--- src/rtl/pc_source_ctrl.sv ---
// Next-PC source sequencer: walks one instruction through fetch, decode and the
// branch/jump/jr/exception PC update, pulsing done when the PC is settled.
module pc_source_ctrl #(
   parameter int MEM_LAT = 3
) (
   input  logic       clk,
   input  logic       reset,
   input  logic       step,
   input  logic       dec_valid,
   input  logic [5:0] opcode,
   input  logic [5:0] funct,
   input  logic       zero,
   input  logic       op_done,
   input  logic       exc_req,
   input  logic [1:0] exc_code,
   output logic [2:0] PCSource,
   output logic       PCWrite,
   output logic       EPCWrite,
   output logic [1:0] exc_cause,
   output logic       busy,
   output logic       done
);

   typedef enum logic [3:0] {
      S_IDLE, S_FETCH, S_DECODE, S_BRANCH, S_JUMP, S_JR,
      S_OTHER, S_EXC_SAVE, S_EXC_WAIT, S_EXC_LOAD, S_DONE
   } state_t;

   localparam logic [3:0] LP_LAT = 4'(MEM_LAT);

   state_t     r_state;
   state_t     w_next;
   logic [3:0] r_cnt;
   logic [1:0] r_exc_cause;
   logic       r_is_bne;
   logic       r_zero;

   // NOTE: sequential state uses <= so every register samples pre-edge values.
   always_ff @(posedge clk) begin
      if (!reset) r_state <= S_IDLE;
      else        r_state <= w_next;
   end

   // NOTE: w_next gets a default first, so no path through the case infers a latch.
   always_comb begin
      w_next = r_state;
      unique case (r_state)
         S_IDLE:   if (step) w_next = S_FETCH;
         S_FETCH:  w_next = S_DECODE;
         S_DECODE: begin
            if (dec_valid) begin
               if (exc_req)                                w_next = S_EXC_SAVE;
               else if (opcode == 6'h04 || opcode == 6'h05) w_next = S_BRANCH;
               else if (opcode == 6'h02 || opcode == 6'h03) w_next = S_JUMP;
               else if (opcode == 6'h00 && funct == 6'h08)  w_next = S_JR;
               else                                         w_next = S_OTHER;
            end
         end
         S_BRANCH, S_JUMP, S_JR, S_EXC_LOAD: w_next = S_DONE;
         S_OTHER: begin
            if (exc_req)      w_next = S_EXC_SAVE;
            else if (op_done) w_next = S_DONE;
         end
         S_EXC_SAVE: w_next = S_EXC_WAIT;
         S_EXC_WAIT: if (r_cnt <= 4'd1) w_next = S_EXC_LOAD;
         S_DONE:     w_next = S_IDLE;
         default:    w_next = S_IDLE;
      endcase
   end

   // Branch condition is captured at decode so the BRANCH cycle never looks at live inputs.
   always_ff @(posedge clk) begin
      if (!reset) begin
         r_cnt       <= 4'd0;
         r_exc_cause <= 2'd0;
         r_is_bne    <= 1'b0;
         r_zero      <= 1'b0;
      end else begin
         if (r_state == S_DECODE && dec_valid) begin
            r_is_bne <= (opcode == 6'h05);
            r_zero   <= zero;
         end
         if (r_state == S_EXC_SAVE) begin
            r_exc_cause <= exc_code;
            r_cnt       <= LP_LAT;
         end else if (r_state == S_EXC_WAIT) begin
            r_cnt <= r_cnt - 4'd1;
         end
      end
   end

   always_comb begin
      PCSource = 3'd0;
      PCWrite  = 1'b0;
      EPCWrite = 1'b0;
      done     = 1'b0;
      busy     = (r_state != S_IDLE);
      unique case (r_state)
         S_FETCH:    PCWrite = 1'b1;
         S_BRANCH: begin
            PCSource = 3'd1;
            PCWrite  = r_is_bne ? ~r_zero : r_zero;
         end
         S_JUMP:     begin PCSource = 3'd2; PCWrite = 1'b1; end
         S_JR:       begin PCSource = 3'd3; PCWrite = 1'b1; end
         S_EXC_SAVE: EPCWrite = 1'b1;
         S_EXC_LOAD: begin PCSource = 3'd4; PCWrite = 1'b1; end
         S_DONE:     done = 1'b1;
         default:    ;
      endcase
   end

   assign exc_cause = r_exc_cause;

endmodule

--- config.mk ---
export PLATFORM = sky130hd
export DESIGN_NAME = pc_source_ctrl
export DESIGN_NICKNAME = d
export VERILOG_FILES = /design/src/rtl/pc_source_ctrl.sv
export SDC_FILE = /design/constraint.sdc
export NUM_CORES = 1
export LEC_CHECK = 0
export ABC_AREA = 1
export ABC_CLOCK_PERIOD_IN_PS = 1600
export CAP_MARGIN = 20
export CORE_MARGIN = 2
export CORE_UTILIZATION = 40
export DETAILED_ROUTE_END_ITERATION = 10
export HOLD_SLACK_MARGIN = 0.03
export PLACE_DENSITY = 0.72
export SETUP_SLACK_MARGIN = 0.1
export SLEW_MARGIN = 5
export SYNTH_ARGS = -nofsm -noshare
export SYNTH_HDL_FRONTEND = slang
export SYNTH_SLANG_ARGS = --single-unit
--- constraint.sdc ---
create_clock -name clk -period 1.6 [get_ports clk]
set_input_delay 0.4 -clock clk [delete_from_list [all_inputs] [get_ports clk]]
set_output_delay 0.4 -clock clk [all_outputs]
set_load 0.03 [all_outputs]
Yosys cells after proc, flatten, opt, wreduce, memory -nomap -nowiden

Cells that the tools add are included.

Bits in registers: 12
Bits in latches: 0
RAM bits: 0
Bits in read-only memories: 0
Word-level logic and storage cells: 58
Memories kept: 0

Add/subtract/negate cells: 1
Multiply operators: 0
Divide/modulo/power cells: 0
Magnitude comparators: 1
Equality and inequality tests: 19
Shifts and indexed selects: 0
Muxes and demuxes: 17
Bitwise logic cells: 2
Reductions and logical operators: 12

Operator list:

| cell                  | number |
|---|---|
| $pmux W4 S7           | 1 |
| $mux W4               | 5 |
| $eq A4 B3 Y1 const B  | 4 |
| $eq A4 B4 Y1 const B  | 3 |
| $eq A6 B2 Y1 const B  | 2 |
| $eq A6 B3 Y1 const B  | 2 |
| $pmux W3 S4           | 1 |
| $eq A4 B2 Y1 const B  | 2 |
| $mux W2               | 4 |
| $reduce_or A4 Y1      | 2 |
| $eq A6 B4 Y1 const B  | 1 |
| $logic_not A6 Y1      | 1 |
| $mux W3               | 2 |
| $ne A2 B2 Y1 const B  | 3 |
| $eq A4 B1 Y1 const B  | 1 |
| $le A4 B1 Y1 const B  | 1 |
| $logic_not A4 Y1      | 1 |
| $reduce_and A4 Y1     | 1 |
| $reduce_bool A4 Y1    | 1 |
| $sub A4 B1 Y4 const B | 1 |
| $mux W1               | 3 |
| $ne A3 B3 Y1 const B  | 1 |
| $logic_and A1 B1 Y1   | 2 |
| $logic_or A1 B1 Y1    | 2 |
| 4 further kinds       | 5 |

Depth between registers and ports, before layout

Gate-level depths: netlist of the first run.

Word-level depth: 8
Depth in mapped cells: 10

Worst setup path after synthesis of the first run

Ideal clock, no wire load.

Path kind: reg-to-output
Start point: register r_state[2]
End point: output port PCWrite
Arrival time: 1,151 ps
Setup slack: 49 ps
Cell stages (with the launch flop): 4
Cells stage by stage: dfxtp_1 -> nor2_1 -> nand3_1 -> o211ai_1

Word-level cells in the longest chain between the ends: 3
Elaborated cells between the ends (all ways): 7

RTL lines:

| what                                 | RTL line | RTL |
|---|---|---|
| start: declaration                   | 31       | `state_t r_state;` |
| start signal: assignment             | 41       | `else r_state <= w_next;` |
| $eq A4 B4 Y1 (tied with other cells) | 98       | `unique case (r_state)` |
| $reduce_or A4 Y1 (no line)           | -        |  |
| $pmux W1 S2 *                        | 98       |  |
| end: declaration                     | 17       | `output logic PCWrite,` |

Mark *: on every way between the ends. The rest lies on a longest branch, timed or not.

Worst setup path after layout of the first run

Same ends and word-level chain as after synthesis.

==> results of run 1 <==
[worst max-delay path, delay by kind of cell, from the launching register on]
family / cells / cell delay (ns)
DFF: 1 / 0.38
and+or+nand+nor: 2 / 0.21
AOI/OAI and AO/OA: 1 / 0.19
buffers and inverters: 1 / 0.19
[cell usage after synthesis]
| cell | number | area (um2) |
|---|---|---|
| a21oi_1 | 8 | 40.0 |
| a21oi_2 | 2 | 17.5 |
| a31oi_1 | 1 | 6.26 |
| and3_1 | 1 | 6.26 |
| dfxtp_1 | 12 | 240 |
| ha_1 | 2 | 25.0 |
| inv_1 | 22 | 82.6 |
| inv_2 | 8 | 30.0 |
| nand2_1 | 28 | 105 |
| nand2_2 | 3 | 18.8 |
| nand2_4 | 1 | 11.3 |
| nand3_1 | 4 | 20.0 |
| nand3_2 | 1 | 10.0 |
| nand4_1 | 1 | 6.26 |
| nor2_1 | 23 | 86.3 |
| nor2_2 | 4 | 25.0 |
| nor2_4 | 3 | 33.8 |
| nor3_1 | 1 | 5.00 |
| nor3_2 | 1 | 10.0 |
| nor3_4 | 1 | 16.3 |
| o211ai_1 | 2 | 15.0 |
| o21a_1 | 1 | 7.51 |
| o21ai_0 | 6 | 30.0 |
| o21ai_1 | 3 | 15.0 |
| o21ai_2 | 1 | 8.76 |
| or2_2 | 1 | 6.26 |
| xnor2_1 | 1 | 8.76 |
[logic make-up after synthesis]
| kind of cell | Yosys count | synth area share |
|---|---|---|
| DFF | 12 | 0.271 |
| AOI/OAI and AO/OA | 24 | 0.158 |
| adders and majority gates | 2 | 0.0282 |
| and+or+nand+nor | 73 | 0.406 |
| buffers and inverters | 30 | 0.127 |
| xor gates and xnor gates | 1 | 0.00987 |
[registers in the layout, indices dropped and copies added (netlist names)]
register / count
r_state: 4
r_cnt: 4
r_zero: 1
r_is_bne: 1
exc_cause: 2
[final timing paths]
path | to | startpoint | slack (ns)
max | PCWrite | r_state[2]$_SDFFE_PN0P_ | -0.03
min | r_cnt[1]$_SDFFE_PN0N_ | r_cnt[1]$_SDFFE_PN0N_ | 0.49
max reg2reg | r_state[3]$_SDFFE_PN0P_ | r_state[2]$_SDFFE_PN0P_ | 0.15
min reg2reg | r_cnt[1]$_SDFFE_PN0N_ | r_cnt[1]$_SDFFE_PN0N_ | 0.49
[stage by stage]
| step | util | worst slack (ns) | total power [W] | area (um2) | setup TNS (ns) |
|---|---|---|---|---|---|
| after global routing | 0.651 | -0.0891 | 0.00164 | 1400 | -0.119 |
| after detailed placement | 0.564 | -0.0704 | 0.00115 | 1210 | -0.0704 |
| final | 0.651 | -0.0305 | 0.00153 | 1400 | -0.0305 |
| after global placement | 0.564 | -0.0373 | 0.00113 | 1210 | -0.0373 |
| after floorplan | - | 0.115 | 0.000936 | 896 | 0 |
| after CTS | 0.611 | -0.0253 | 0.00142 | 1310 | -0.0253 |
[power groups by stage]
stage / clock [W] / combinational [W] / sequential (W)
floorplan: 0 / 0.000526 / 0.000410
finish: 0.000178 / 0.000901 / 0.000456
CTS: 0.000184 / 0.000791 / 0.000449
global placement: 0 / 0.000715 / 0.000418
detailed placement: 0 / 0.000728 / 0.000420
global route: 0.000198 / 0.000979 / 0.000465
[metal layers]
layer  global-route usage  vias to the layer above  share of wire  wire length (um)
li1                     -                      531              -                 -
met1                0.217                      451           0.42               956
met2                0.348                       18           0.54              1220
met3               0.0439                        2          0.031                71
met4               0.0405                        0         0.0066                15
met5                    0                        -              0                 0
[final cells by class]
| type | count | share of cell area |
|---|---|---|
| clock buffer | 3 | 0.0161 |
| timing repair buffer | 38 | 0.252 |
| sequential | 12 | 0.184 |
| multi-input combinational | 100 | 0.436 |
| inverter | 30 | 0.0859 |
| tap | 28 | 0.0250 |
[repair_timing]
item	in CTS	in global routing
gates resized for setup	20	17
setup endpoints to repair	9	10
setup buffers	3	5
pin swaps	4	5
==> metrics.yaml, run 1 <==
run_status:
  run_status: "finished with violations"
  violations: "setup timing"
detailed_routing:
  routed_wirelength_um: 2270
  drc_errors: 0
  ant_nets: 0
  wl_per_cell_um: 10.7
  vias_per_cell: 4.75
  drt_pass1_iterations: 4
  vias: 1002
  dr.first_iter.drc_count: 17
power_and_ir_drop:
  p_seq_frac: 0.297
  powerDensity_nw_per_um2: 1100
  switching_share: 0.451
  switchingPower_w: 0.000692
  p_leak_nw: 0.632
  p_comb_frac: 0.587
  clkPwrFrac: 0.116
  ir_drop_uv: 846
  p_int_w: 0.000842
sta:
  report.final.slew_viol_count: 0
  fin_ws_ns: -0.0305
  whs_ns: 0.489
  fin_skew_ns: 0.00133
  post-route-period-util: 1.02
  tightest_slew_ns: 0.301
  hold_viol_final: 0
  rsz0062_at_grt: "yes"
  max_freq_mhz: 613
  timing.slew.headroom: 0.800
  setup_viol: 1
  fin_crit_ns: 1.63
clock_tree:
  cts_buffers: 3
  clock_latency_ns: 0.26
  cts_hold_buf: 0
  clkTransAtPathRegs_ns: 0.07
  cts_buffer_depth: 2
  cts_tree: "done"
  clock_sinks: 12
  cts_max_level: 1
  clockRootBuffer: "clkbuf_4"
die:
  start_util: 0.413
  die_area_um2: 2610
  design.core.area_um2: 2150
  boundaryPins: 30
  die_y_um: 51.1
  die_width_um: 51.1
  num_rows: 17
logic_synthesis:
  yosysWarnings: 0
  synth.avg_cell_area_um2: 6.25
  ys_ff_latch: 12
  netlist_area_um2: 887
  yosysUniqueCellTypes: 27
  synthCells: 142
  synth_fp_nets: 165
  ys_seq_area_frac: 0.271
finish:
  drive_gt1_frac: 0.339
  syn2layout_area_growth_pct: 57.7
  fill_cells: 191
  final_common_cell: "nand2_1"
  layout_common_cells: "nand2_1, nor2_1, inv_1, clkdlybuf4s50_1, buf_4"
  regArea_um2: 258
  multiInputGateArea_um2: 611
  diodes: 0
  fin_nets: 208
  fin_cells: 211
place:
  io_buffers: 29
  place_hpwl_um: 1720
  dp.cells: 200
  finalWeightedCongestion: 0.794
run:
  timing.max_cap.violations: 0
global_route:
  grt_max_degree: 8
  antenna_found_initial: 0
  overflow: 0
  groute.usage.overall: 0.188
  grt_pass1_wl_um: 3760
  first_global_vias: 953
worst_setup_path:
  cpPeakStageDelay_ns: 0.38
  start_kind: "flop"
  crit_fanout: 3
  crit_path_cell_trace: "nor2_4 > nand3_2 > o211ai_1 > buf_4"
  required_ns: 1.20
  cp.arrival_ns: 1.23
  critPathSlowestCell: "dfxtp_4"
  critPathKind: "reg -> out"
  end_kind: "output pin"
  rr_worst_depth: 10
hold_path:
  min_delay_path_depth: 2
  hp-class: "reg -> reg"
Note: power is estimated with default switching activity, not from simulation.
==> run 2, diff against run 1 <==
--- a/config.mk
+++ b/config.mk
@@ -13,7 +13,9 @@
 export DETAILED_ROUTE_END_ITERATION = 10
 export HOLD_SLACK_MARGIN = 0.03
 export PLACE_DENSITY = 0.72
+export RECOVER_POWER = 50
 export SETUP_SLACK_MARGIN = 0.1
+export SKIP_CTS_REPAIR_TIMING = 1
 export SLEW_MARGIN = 5
 export SYNTH_ARGS = -nofsm -noshare
 export SYNTH_HDL_FRONTEND = slang
==> metrics.yaml, run 2 (synthesis results as in run 1) <==
power_and_ir_drop:
  p_leak_nw: 0.642  # was 0.632 nW
  total_power_w: 0.00146  # was 0.00153 W
  powerDensity_nw_per_um2: 1080  # was 1100 nW/um2
  ir_drop_uv: 735  # was 846 uV
die:
  die_width_um: 51.1  # unchanged
  design.core.area_um2: 2150  # unchanged
  die_area_um2: 2610  # unchanged
  num_rows: 17  # unchanged
  boundaryPins: 30  # unchanged
  start_util: 0.413  # unchanged
  die_y_um: 51.1  # unchanged
global_route:
  grt_pass1_wl_um: 3590  # was 3760 um
  grt_util_met1: 0.212  # was 0.217
  groute.usage.overall: 0.180  # was 0.188
  first_global_vias: 935  # was 953
  use_met2: 0.327  # was 0.348
  antenna_found_initial: 0  # unchanged
  busiest_layer: "met2"  # unchanged
  overflow: 0  # unchanged
  grt_max_degree: 8  # unchanged
  groute.layer.met3.usage: 0.0439  # unchanged
finish:
  syn2layout_area_growth_pct: 53.0  # was 57.7%
  final_common_cell: "nand2_1"  # unchanged
  diodes: 0  # unchanged
  layout_common_cells: "nand2_1, inv_1, nor2_1, clkdlybuf4s50_1, buf_4"  # was nand2_1, nor2_1, inv_1, clkdlybuf4s50_1, buf_4
  fin_nets: 205  # was 208
  fill_cells: 196  # was 191
  drive_gt1_frac: 0.311  # was 0.339
clock_tree:
  clock_latency_ns: 0.26  # about the same
  clockRootBuffer: "clkbuf_4"  # unchanged
  clock_sinks: 12  # unchanged
  cts_tree: "done"  # unchanged
  cts_buffer_depth: 2  # unchanged
  clkTransAtPathRegs_ns: 0.07  # about the same
  cts_buffers: 3  # unchanged
  cts_max_level: 1  # unchanged
worst_setup_path:
  rr_worst_depth: 7  # was 10
  critPathKind: "reg -> out"  # unchanged
  cp.arrival_ns: 1.23  # about the same
  required_ns: 1.20  # about the same
  start_kind: "flop"  # unchanged
  crit_fanout: 3  # unchanged
  end_kind: "output pin"  # unchanged
sta:
  fin_skew_ns: 0.000488  # was 0.00133 ns
  max_freq_mhz: 615  # was 613 MHz
  rsz0062_at_grt: "yes"  # unchanged
  setup_viol: 1  # unchanged
  report.final.slew_viol_count: 0  # unchanged
  hold_viol_final: 0  # unchanged
  fin_crit_ns: 1.63  # about the same
  timing.slew.headroom: 0.790  # was 0.800
  tightest_slew_ns: 0.315  # was 0.301 ns
  fin_ws_ns: -0.0256  # was -0.0305 ns
  post-route-period-util: 1.02  # about the same
run:
  timing.max_cap.violations: 0  # unchanged
hold_path:
  hp-class: "reg -> reg"  # unchanged
  min_delay_path_depth: 2  # unchanged
run_status:
  violations: "setup timing"  # unchanged
  run_status: "finished with violations"  # unchanged
place:
  place_hpwl_um: 1720  # unchanged
  io_buffers: 29  # unchanged
  finalWeightedCongestion: 0.794  # unchanged
  place_ws_ns: -0.0704  # unchanged
detailed_routing:
  drc_errors: 0  # unchanged
  vias_per_cell: 4.78  # was 4.75
  ant_nets: 0  # unchanged
  vias: 994  # was 1002
  wl_per_cell_um: 10.5  # was 10.7 um
  routed_wirelength_um: 2190  # was 2270 um
  dr.first_iter.drc_count: 14  # was 17
  drt_pass1_iterations: 6  # was 4
-- run 2: final cells by class --
cell class                 instances  area (um2)  share of cell area
clock buffer                       3        22.5              0.0166
inverter                          30         115              0.0848
multi-input combinational        100         593               0.437
sequential                        12         258               0.190
tap                               28        35.0              0.0258
timing repair buffer              35         334               0.246
-- run 2: critical path, cell delays in order, from the launching register on --
cell,delay [ns]
dfxtp_4,0.37
nor2_4,0.14
nand3_2,0.10
o211ai_1,0.17
buf_4,0.18
-- run 2: per-stage QoR --
step,hold slack [ns],std cells,util,TNS (ns),cell area (um2)
2_1_floorplan,0.468,142,-,0,896
3_3_place_gp,0.477,200,0.564,-0.0373,1210
3_5_place_dp,0.491,200,0.564,-0.0704,1210
4_1_cts,0.501,203,0.574,-0.586,1230
5_1_grt,0.508,208,0.632,-0.0916,1360
6_report,0.492,208,0.632,-0.0256,1360
-- run 2: path summary, 6_finish.rpt --
| check | from | end | slack [ns] |
|---|---|---|---|
| min reg2reg | r_cnt[1]$_SDFFE_PN0N_ | r_cnt[1]$_SDFFE_PN0N_ | 0.49 |
| max | r_state[2]$_SDFFE_PN0P_ | PCWrite | -0.03 |
| min | r_cnt[1]$_SDFFE_PN0N_ | r_cnt[1]$_SDFFE_PN0N_ | 0.49 |
| max reg2reg | r_cnt[1]$_SDFFE_PN0N_ | r_state[3]$_SDFFE_PN0P_ | 0.16 |
-- run 2: routing by layer --
| layer | vias up | wire (um) |
|---|---|---|
| li1 | 520 | - |
| met5 | - | 0 |
| met4 | 0 | 19 |
| met2 | 17 | 1150 |
| met3 | 4 | 71 |
| met1 | 453 | 953 |
-- run 2: power by group --
group | switching [W] | internal (W)
sequential | 0.0000863 | 0.000365
combinational | 0.000489 | 0.000347
clock | 0.0000890 | 0.0000870
==> run 3, diff against run 2 <==
--- a/config.mk
+++ b/config.mk
@@ -14,6 +14,7 @@
 export HOLD_SLACK_MARGIN = 0.03
 export PLACE_DENSITY = 0.72
 export RECOVER_POWER = 50
+export REMOVE_ABC_BUFFERS = 1
 export SETUP_SLACK_MARGIN = 0.1
 export SKIP_CTS_REPAIR_TIMING = 1
 export SLEW_MARGIN = 5
==> metrics.yaml, run 3 (synthesis results as in run 1) <==
worst_setup_path:
  r2r-start: "r_state[3]$_SDFFE_PN0P_"  # was r_cnt[1]$_SDFFE_PN0N_
  crit_fanout: 4  # was 3
  required_ns: 1.20  # about the same
  end_kind: "output pin"  # unchanged
  cpPeakStageDelay_ns: 0.37  # about the same
  crit_path_cell_trace: "nor2_4 > nand3_4 > o211ai_1 > buf_4"  # was nor2_4 > nand3_2 > o211ai_1 > buf_4
  critPathSlowestCell: "dfxtp_4"  # unchanged
  start_kind: "flop"  # unchanged
  cp.arrival_ns: 1.24  # was 1.23 ns
  critPathKind: "reg -> out"  # unchanged
  critical_path.startpoint: "r_state[3]$_SDFFE_PN0P_"  # was r_state[2]$_SDFFE_PN0P_
detailed_routing:
  drt_pass1_iterations: 4  # was 6
  drc_errors: 0  # unchanged
  ant_nets: 0  # unchanged
  vias_per_cell: 4.52  # was 4.78
  routed_wirelength_um: 2070  # was 2190 um
  vias: 945  # was 994
  dr.first_iter.drc_count: 15  # was 14
  wl_per_cell_um: 9.91  # was 10.5 um
place:
  io_buffers: 29  # unchanged
  place_hpwl_um: 1680  # was 1720 um
  place_ws_ns: -0.0633  # was -0.0704 ns
  finalWeightedCongestion: 0.795  # was 0.794
clock_tree:
  clockRootBuffer: "clkbuf_4"  # unchanged
  clock_sinks: 12  # unchanged
  clock_latency_ns: 0.27  # was 0.26 ns
  cts_buffer_depth: 2  # unchanged
  cts_tree: "done"  # unchanged
  cts_buffers: 3  # unchanged
  clkTransAtPathRegs_ns: 0.07  # about the same
  cts_max_level: 1  # unchanged
die:
  die_y_um: 51.1  # unchanged
  design.core.area_um2: 2150  # unchanged
  die_width_um: 51.1  # unchanged
  boundaryPins: 30  # unchanged
  num_rows: 17  # unchanged
  start_util: 0.413  # unchanged
  die_area_um2: 2610  # unchanged
sta:
  rsz0062_at_grt: "yes"  # unchanged
  fin_ws_ns: -0.0369  # was -0.0256 ns
  fin_skew_ns: 0.000369  # was 0.000488 ns
  hold_viol_final: 0  # unchanged
  setup_viol: 1  # unchanged
  max_freq_mhz: 611  # was 615 MHz
  tightest_slew_ns: 0.328  # was 0.315 ns
  post-route-period-util: 1.02  # about the same
  timing.slew.headroom: 0.781  # was 0.790
  fin_crit_ns: 1.64  # was 1.63 ns
  report.final.slew_viol_count: 0  # unchanged
power_and_ir_drop:
  ir_drop_uv: 721  # was 735 uV
  powerDensity_nw_per_um2: 1080  # about the same
  total_power_w: 0.00147  # was 0.00146 W
  p_leak_nw: 0.641  # was 0.642 nW
run_status:
  run_status: "finished with violations"  # unchanged
  violations: "setup timing"  # unchanged
finish:
  fin_nets: 206  # was 205
  diodes: 0  # unchanged
  final_common_cell: "nand2_1"  # unchanged
  layout_common_cells: "nand2_1, nor2_1, inv_1, clkdlybuf4s50_1, buf_4"  # was nand2_1, inv_1, nor2_1, clkdlybuf4s50_1, buf_4
  syn2layout_area_growth_pct: 52.3  # was 53.0%
  drive_gt1_frac: 0.293  # was 0.311
  fill_cells: 199  # was 196
global_route:
  antenna_found_initial: 0  # unchanged
  grt_pass1_wl_um: 3570  # was 3590 um
  overflow: 0  # unchanged
  grt_max_degree: 8  # unchanged
  first_global_vias: 905  # was 935
  groute.usage.overall: 0.177  # was 0.180
hold_path:
  worstHoldStart: "r_cnt[1]$_SDFFE_PN0N_"  # unchanged
  hp-class: "reg -> reg"  # unchanged
run:
  timing.max_cap.violations: 0  # unchanged
-- run 3: cell count changes in the layout (fill, tap and decap cells not counted), sizes merged --
cell | previous run | this run
clkbuf | 3 | 4
-- run 3: final timing paths --
path         depth (start not counted)  slack, ns                 endpoint
max reg2reg                          8       0.15  r_state[3]$_SDFFE_PN0P_
min                                  2       0.48    r_cnt[1]$_SDFFE_PN0N_
min reg2reg                          2       0.48    r_cnt[1]$_SDFFE_PN0N_
max                                  4      -0.04                  PCWrite
-- run 3: layout make-up --
cell class | count | area, um2 | area share
timing repair buffer | 36 | 342 | 0.253
inverter | 30 | 115 | 0.0852
sequential | 12 | 255 | 0.189
clock buffer | 3 | 22.5 | 0.0167
tap | 28 | 35.0 | 0.0259
multi-input combinational | 100 | 582 | 0.431
-- run 3: where the power goes --
part | internal, W | total (W) | switching [W]
logic | 0.000358 | 0.000836 | 0.000478
registers | 0.000365 | 0.000450 | 0.0000852
clock network | 0.0000871 | 0.000180 | 0.0000928
total | 0.000810 | 0.00147 | 0.000656
-- run 3: per-stage QoR --
step                hold WS [ns]  area, um2  TNS, ns   util  std cells
detailed placement         0.486       1200  -0.0739  0.560        200
floorplan                  0.468        887        0      -        142
finish                     0.483       1350  -0.0369  0.629        209
global route               0.510       1350   -0.111  0.629        209
global placement           0.478       1200  -0.0405  0.560        200
CTS                        0.497       1220   -0.540  0.570        203
-- run 3: critical path: cells and delay by family (launching register included) --
family          cells  cell delay [ns]
compound gates      1             0.16
buf+inv             1             0.18
simple gates        2             0.26
flops               1             0.37
-- run 3: routing by layer --
layer / up-vias / GRT usage / wire length (um)
met2: 19 / 0.329 / 1090
met1: 402 / 0.202 / 894
met4: 0 / 0.0405 / 7
li1: 522 / - / -
met3: 2 / 0.0439 / 76
met5: - / 0 / 0
